File: config.mk
export PLATFORM = sky130hd
export DESIGN_NAME = pipe_hazard_ctrl
export DESIGN_NICKNAME = d
export VERILOG_FILES = /design/src/rtl/pipe_hazard_ctrl.sv
export SDC_FILE = /design/constraint.sdc
export NUM_CORES = 1
export LEC_CHECK = 0
export CAP_MARGIN = 0
export CORE_MARGIN = 2
export CORE_UTILIZATION = 51
export CTS_CLUSTER_SIZE = 25
export DETAILED_ROUTE_END_ITERATION = 6
export PLACE_DENSITY = 0.9
export SLEW_MARGIN = 20
export SYNTH_ARGS = -nofsm -noshare
export SYNTH_HDL_FRONTEND = slang
export SYNTH_SLANG_ARGS = --single-unit
File: constraint.sdc
create_clock -name clk -period 3.1 [get_ports clk]
set_input_delay 0.93 -clock clk [delete_from_list [all_inputs] [get_ports clk]]
set_output_delay 0.93 -clock clk [all_outputs]
set_load 0.02 [all_outputs]
File: src/rtl/pipe_hazard_ctrl.sv
// Hazard/sequencing controller for the 5-stage pipeline (PC, IF/ID, ID/EX, EX/MEM).
// Latency: enables/flushes are combinational from state + inputs; md_busy/md_done/mem_err registered.
// Backpressure: mem_stall freezes every stage; branch > MDU dependency > load-use bubble otherwise.
//
// Ports: clk, rst_n (sync, active-low); ID fields id_rs/id_rt/id_use_rs/id_use_rt/id_md_use;
//        EX fields ex_memread/ex_rt/ex_md_start/ex_br_taken; mem_stall from data memory.
//        Outputs: pc_we, ifid_we, ifid_flush, idex_we, idex_flush, exmem_we, md_busy, md_done, mem_err.
// Optional: define PIPE_HAZARD_PERF_EN to add stall_cyc, flush_cnt and md_stall_cyc counters.
module pipe_hazard_ctrl #(
    parameter int MD_CYCLES = 32,
    parameter int TIMEOUT   = 255,
    parameter int CNT_W     = 16
) (
    input  logic             clk,
    input  logic             rst_n,
    input  logic [4:0]       id_rs,
    input  logic [4:0]       id_rt,
    input  logic             id_use_rs,
    input  logic             id_use_rt,
    input  logic             id_md_use,
    input  logic             ex_memread,
    input  logic [4:0]       ex_rt,
    input  logic             ex_md_start,
    input  logic             ex_br_taken,
    input  logic             mem_stall,
    output logic             pc_we,
    output logic             ifid_we,
    output logic             ifid_flush,
    output logic             idex_we,
    output logic             idex_flush,
    output logic             exmem_we,
    output logic             md_busy,
    output logic             md_done,
    output logic             mem_err
`ifdef PIPE_HAZARD_PERF_EN
    ,
    output logic [CNT_W-1:0] stall_cyc,
    output logic [CNT_W-1:0] flush_cnt,
    output logic [CNT_W-1:0] md_stall_cyc
`endif
);

    typedef enum logic {MD_IDLE = 1'b0, MD_BUSY = 1'b1} md_state_t;

    localparam logic [7:0]  MD_INIT  = 8'(MD_CYCLES - 1);
    localparam logic [15:0] WAIT_LIM = 16'(TIMEOUT - 1);

    md_state_t   md_state;
    logic [7:0]  md_cnt;
    logic [15:0] wait_cnt;

    logic load_use;
    logic md_dep;
    logic br_hon;      // branch actually acted on this cycle
    logic md_stall_hon; // MDU dependency bubble actually inserted this cycle

    assign md_busy  = (md_state == MD_BUSY);
    assign md_dep   = md_busy && id_md_use;
    assign load_use = ex_memread && (ex_rt != 5'd0) &&
                      ((id_use_rs && (id_rs == ex_rt)) || (id_use_rt && (id_rt == ex_rt)));

    always_comb begin
        pc_we        = 1'b1;
        ifid_we      = 1'b1;
        ifid_flush   = 1'b0;
        idex_we      = 1'b1;
        idex_flush   = 1'b0;
        exmem_we     = 1'b1;
        br_hon       = 1'b0;
        md_stall_hon = 1'b0;
        if (!rst_n) begin
            // Every pipeline register clears on the same edge as the controller.
            pc_we      = 1'b0;
            ifid_flush = 1'b1;
            idex_flush = 1'b1;
        end else if (mem_stall) begin
            // Full freeze: a pending branch stays in EX and acts after release.
            pc_we    = 1'b0;
            ifid_we  = 1'b0;
            idex_we  = 1'b0;
            exmem_we = 1'b0;
        end else if (ex_br_taken) begin
            ifid_flush = 1'b1;
            idex_flush = 1'b1;
            br_hon     = 1'b1;
        end else if (md_dep || load_use) begin
            // Hold PC and IF/ID, inject a bubble into ID/EX.
            pc_we        = 1'b0;
            ifid_we      = 1'b0;
            idex_flush   = 1'b1;
            md_stall_hon = md_dep;
        end
    end

    always_ff @(posedge clk) begin
        if (!rst_n) begin
            md_state <= MD_IDLE;
            md_cnt   <= 8'd0;
            wait_cnt <= 16'd0;
            md_done  <= 1'b0;
            mem_err  <= 1'b0;
        end else begin
            md_done <= 1'b0;

            if (mem_stall) begin
                if (wait_cnt != 16'hFFFF) begin
                    wait_cnt <= wait_cnt + 16'd1;
                end
                if (wait_cnt >= WAIT_LIM) begin
                    mem_err <= 1'b1;
                end
            end else begin
                wait_cnt <= 16'd0;
            end

            // A start while busy restarts the count and drops the old result.
            if (ex_md_start && !mem_stall) begin
                md_state <= MD_BUSY;
                md_cnt   <= MD_INIT;
            end else if (md_state == MD_BUSY) begin
                if (md_cnt == 8'd0) begin
                    md_state <= MD_IDLE;
                    md_done  <= 1'b1;
                end else begin
                    md_cnt <= md_cnt - 8'd1;
                end
            end
        end
    end

`ifdef PIPE_HAZARD_PERF_EN
    always_ff @(posedge clk) begin
        if (!rst_n) begin
            stall_cyc    <= '0;
            flush_cnt    <= '0;
            md_stall_cyc <= '0;
        end else begin
            if (!pc_we) begin
                stall_cyc <= stall_cyc + 1'b1;
            end
            if (br_hon) begin
                flush_cnt <= flush_cnt + 1'b1;
            end
            if (md_stall_hon) begin
                md_stall_cyc <= md_stall_cyc + 1'b1;
            end
        end
    end
`endif

endmodule

# Yosys cells after proc, flatten, opt, wreduce, memory -nomap -nowiden
# Index checks and enable logic that the tools add are counted.
dict set report totals {
  out_inout_bits 9
  elab_cells 55
  in_bits 24
  regBits 27
}
dict set report classes {
  add_sub_neg 2
  reduce_logical 18
  muxes 21
  order_cmp 1
  bitwise_logic 3
  eq_ne 4
}
# operator count
set op_table {}
lappend op_table {{1-bit two-way mux} 18}
lappend op_table {{16-bit by 1-bit adder with 16-bit output, second input constant} 1}
lappend op_table {{16-bit by 8-bit >= comparator with 1-bit output, second input constant} 1}
lappend op_table {{16-bit != test, second input constant} 1}
lappend op_table {{5-bit two-way mux} 3}
lappend op_table {{5-bit == test} 2}
lappend op_table {{8-bit zero test} 1}
lappend op_table {{2-bit AND reduction} 4}
lappend op_table {{8-bit by 1-bit subtractor with 8-bit output, second input constant} 1}
lappend op_table {{1-bit logical AND} 6}
lappend op_table {{5-bit nonzero test} 1}
lappend op_table {{1-bit inverter} 3}
lappend op_table {{3-bit OR reduction} 1}
lappend op_table {{1-bit logical OR} 2}
lappend op_table {{2-bit != test, second input constant} 1}
lappend op_table {{2-bit nonzero test} 1}
lappend op_table {{2-bit OR reduction} 1}
lappend op_table {{1-bit zero test} 1}

# Longest topological paths before layout
# Gate-level depths: netlist of run 1.
dict set report logic_depth {
  word_depth 9
  mapped_depth 6
  mapped_depth_nobuf 6
}

# Worst setup path after synthesis of run 1
# OpenSTA, ideal clock, no wires.
dict set report synth_path {
  kind {in2out}
  startpoint {in rst_n}
  endpoint {out ifid_we}
  t_arrival_ns 2.212
  setup_slack_ns -0.042
  stages 6
  required_ns 2.170
  path_buffers 1
  path_cell_list {inv_1 nor2_1 inv_1 clkbuf_1 o21ai_0 a21oi_1}
}
dict set report synth_between {
  elab_chain_len 1
}
# item line_no
set synth_lines {}
lappend synth_lines {{from (decl)} 15} ;# input logic rst_n,
lappend synth_lines {{1-bit two-way mux} 71} ;# if (!rst_n) begin
lappend synth_lines {{to (decl)} 27} ;# output logic ifid_we,
# Every way passes these cells.

# Final worst setup path of run 1
dict set report layout_path {
  startpoint {in ex_rt[1]}
  endpoint {out pc_we}
}
dict set report layout_between {
  elab_chain_len 9
  word_cells_on_any_way 13
  cone_classes {eq/ne: 2; mux: 4; reduce/logical: 7}
}
# item line_no
set layout_lines {}
lappend layout_lines {{from (decl)} 22} ;# input logic [4:0] ex_rt,
lappend layout_lines {{5-bit == test} 60} ;# ((id_use_rs && (id_rs == ex_rt)) || (id_use_rt && (id_rt == ex_rt)));
lappend layout_lines {{1-bit logical AND} 60}
lappend layout_lines {{1-bit logical OR} 60}
lappend layout_lines {{1-bit logical AND *} 59} ;# assign load_use = ex_memread && (ex_rt != 5'd0) &&
lappend layout_lines {{1-bit logical OR *} 86} ;# end else if (md_dep || load_use) begin
lappend layout_lines {{1-bit two-way mux *} 86}
lappend layout_lines {{1-bit two-way mux *} 82} ;# end else if (ex_br_taken) begin
lappend layout_lines {{1-bit two-way mux *} 76} ;# end else if (mem_stall) begin
lappend layout_lines {{1-bit two-way mux *} 71}
lappend layout_lines {{to (decl)} 26} ;# output logic pc_we,
# Mark *: on every way between the ends. The rest lies on a longest branch, timed or not.

==> flow_results.org, run 1 <==
** Synthesis
- After synthesis the netlist holds a flip-flop and latch count of 27.
- Number of distinct library cells after synthesis :: between 40 and 50
- Post-Syn Nets :: about 220
- For this run, the number of Yosys warnings is 0.
- Summing every instance area after synthesis gives 0.00159 mm2.
- Synthesis produced 192 cells.
- Each instance of the synthesized netlist takes up on average 8.28 um2.
- Share of the yosys chip area belonging to registers :: approximately a third

** STA
- Post-route setup slack :: -0.0890 ns
- Unrepaired setup endpoints after global routing :: true
- Final critical path time including I/O delays and setup :: about 3.2 ns
- The number of pins exceeding their max-slew limit in the final report is 0.
- Slew of the pin with the lowest slew margin :: 0.623 ns
- The hold violation total from the final report came to 0.
- Static timing analysis puts the maximum clock frequency at between 0.3 and 0.4 GHz.
- Hold Slack :: around 0.53 ns
- Final setup viols :: 3
- The worst path uses 103% of the clock period.
- Post-Route Skew :: 0.0162 ns
- Relative max-transition margin :: about three fifths

** Detailed routing
- Initial detailed-routing violation count :: 122
- Dividing the detail-routed via count by the number of cells gives approximately 6.2.
- Sum of routed wire length over all layers :: approximately 4.3 mm
- Detailed-route via count :: 1679
- Avg WL per Cell :: between 15 and 20 um
- Final antenna-violating net count :: 0
- Pre-Repair DR Iteration Count :: 4
- Total DRC errors in the routed layout :: 0

** Floorplan
- 33 I/O pins were placed.
- Site Rows :: 20
- The floorplan step set the die width to about 60 um.
- The floorplan step set the die height to ~60 um.
- Once the floorplan was initialized, standard cells occupied between 50 and 60% of the core.
- Core area :: around 0.0030 mm2
- Die area :: around 0.0036 mm2

** Setup path
- FF-to-FF setup slack :: ~1.2 ns
- Worst Path Required :: around 2.2 ns
- Data arrives at the worst endpoint at approximately 2.3 ns.
- The worst setup path is captured at a primary output.
- The worst setup path is launched from an input pin.
- In this run the worst path has a maximum fanout of 2.
- The worst setup path is of the in -> out kind.

** Placed design
- Detailed Place HPWL :: ~3 mm
- The count of buffers added on input and output ports is 32.
- Placed instance count :: approximately 260
- Placer congestion estimate :: 0.856

** Flow run
- Across the run, the number of max-cap violations was 0.

** Pwr
- Static leakage :: between 0.7 and 0.8 nW
- Worst voltage drop across the vdd grid :: ~240 uV
- Power Dens Cells :: between 300 and 400 mW/mm2
- Total chip power :: roughly 700 uW

** Cells and area
- The area growth from synthesis to layout is 31.2%.
- The finished layout holds approximately 270 standard cells, fillers aside.
- Of the cells placed in the final design, the portion with a size suffix greater than 1 is between 10% and 20%.
- Antenna cell count :: 0
- The top cell types in the final layout, fill and taps aside, are 27 x sky130_fd_sc_hd__dfxtp_1, 23 x sky130_fd_sc_hd__nand2_1, 20 x sky130_fd_sc_hd__clkdlybuf4s50_1, 14 x sky130_fd_sc_hd__buf_4, 13 x sky130_fd_sc_hd__xnor2_1.
- Most common cell after layout, fill and taps aside :: sky130_fd_sc_hd__dfxtp_1
- Layout Nets :: 266

** CTS
- Clock tree synthesis found a total of 27 sinks.
- In this run the number of H-tree levels came out at 1.
- Counting along the longest clock path gives a buffer depth of 2.
- CTS tree :: built
- Buffers inserted during clock tree synthesis total 3.
- Insertion delay of the later-clocked pin in the worst-skew pair :: 0.34 ns
- Clock-pin slew reported for the worst setup and hold paths after clock tree synthesis :: 0.17 ns
- The tree is rooted in a sky130_fd_sc_hd__clkbuf_4.

** Global route
- The number of global-route vias before repair came to roughly 1500.
- Entering global routing, the biggest net connects 17 pins.
- For this run the aggregate overflow at the end of global routing stands at 0.
- Number of antenna violations at the first check in global routing :: 0
- The first global-routing pass estimated between 7 and 8 mm of wire.
- Gr usage total :: between 20% and 30%

** Outcome
- The checks that failed: setup timing.
- The flow ran to the end, but the final reports show violations.

** Min path
- The min-delay analysis places its worst path in the category reg -> reg.
[registers in the layout (all words and copies together) (netlist names)]
register  count
wait_cnt     16
md_cnt        8
md_busy       1
md_done       1
mem_err       1
[critical path, stage by stage]
cell and delay (ns):
sky130_fd_sc_hd__buf_6 0.09, sky130_fd_sc_hd__or4_4 0.54, sky130_fd_sc_hd__o21ai_4 0.15, sky130_fd_sc_hd__buf_4 0.14, sky130_fd_sc_hd__buf_6 0.09, sky130_fd_sc_hd__nand3_2 0.06
sky130_fd_sc_hd__o211ai_1 0.10, sky130_fd_sc_hd__buf_4 0.17
[power breakdown]
part,switching (mW),leakage (nW),internal [mW]
Combinational,0.0700,0.524,0.0827
Clock,0.115,0.0139,0.0495
Sequential,0.0114,0.219,0.357
[worst paths after layout]
check / start / end / cells past startpoint
max: ex_rt[1] / pc_we / 8
min: mem_err / mem_err / 1
max reg2reg: wait_cnt[9] / wait_cnt[1] / 4
min reg2reg: mem_err / mem_err / 1
[repair_timing]
item                       CTS  global route
setup endpoints to repair    6             6
setup buffers                2             1
hold buffers                 0             0
gates resized for setup     50             3
pin swaps                   10             2
cloned                       0             0
[synthesized netlist by cell type (all sizes together)]
cell type | instances | area (um2)
or4bb | 1 | 11.3
o21ai | 10 | 50.1
a2111o | 1 | 11.3
or4 | 3 | 26.3
a2111oi | 1 | 10.0
nor2 | 10 | 37.5
o311ai | 1 | 8.76
and2 | 1 | 6.26
o211a | 1 | 10.0
or3 | 6 | 38.8
o41ai | 2 | 25.0
mux2i | 4 | 40.0
inv | 10 | 37.5
and3 | 1 | 6.26
dfxtp | 27 | 541
nand3 | 9 | 50.1
ha | 3 | 37.5
a31oi | 4 | 25.0
mux2 | 1 | 11.3
and4 | 1 | 8.76
a21oi | 12 | 60.1
clkbuf | 3 | 11.3
nor3 | 6 | 30.0
xnor2 | 13 | 114
or4b | 2 | 23.8
nand2 | 23 | 86.3
a211o | 2 | 17.5
nor2b | 2 | 12.5
o31a | 1 | 8.76
a211oi | 4 | 30.0
o21a | 1 | 7.51
o211ai | 3 | 22.5
nor4 | 10 | 81.3
buf | 1 | 7.51
o2111ai | 1 | 8.76
nand4 | 7 | 50.1
a21o | 1 | 7.51
o22ai | 1 | 6.26
or2 | 2 | 12.5
[stage by stage]
stage	util (%)	instance area [um2]	setup TNS (ns)	setup slack [ns]
floorplan	-	1590	0	0.0410
global placement	67.1	2020	-3.16	-0.840
detailed placement	67.1	2020	-3.62	-0.961
CTS	69.0	2070	-0.0817	-0.0636
global route	69.5	2090	-0.325	-0.114
finish	69.5	2090	-0.200	-0.0890
[layout make-up]
class	count	area, um2
fill	241	916
multi-input combinational	151	1030
sequential	27	541
clock inverter	1	7.51
timing repair buffer	46	410
clock buffer	3	22.5
inverter	10	37.5
tap	33	41.3
[cell families (layout without fill, tap and decap cells)]
kind of cell / after synthesis / count (layout) / share of synthesized area, %
xor+xnor: 13 / 13 / 7.16
buf+inv: 14 / 60 / 3.54
flops: 27 / 27 / 34.0
fa+ha+maj: 3 / 3 / 2.36
mux: 5 / 5 / 3.23
compound gates: 46 / 46 / 19.4
simple gates: 84 / 84 / 30.3
[routing by layer]
layer	GRT usage, %	vias to the layer above	share of wire, %
met4	6.03	0	2.1
met2	45.5	73	51
met5	0	-	0
li1	-	814	-
met3	4.11	15	5.0
met1	32.0	777	42
No activity file was read; power rests on OpenSTA's default activity.
==> inputs of run 2 (changes only) <==
--- a/config.mk
+++ b/config.mk
@@ -5,7 +5,7 @@
 export SDC_FILE = /design/constraint.sdc
 export NUM_CORES = 1
 export LEC_CHECK = 0
-export CAP_MARGIN = 0
+export CAP_MARGIN = 10
 export CORE_MARGIN = 2
 export CORE_UTILIZATION = 51
 export CTS_CLUSTER_SIZE = 25
==> results of run 2 <==
Final layout, timing and power as in run 1 (identical DEF).
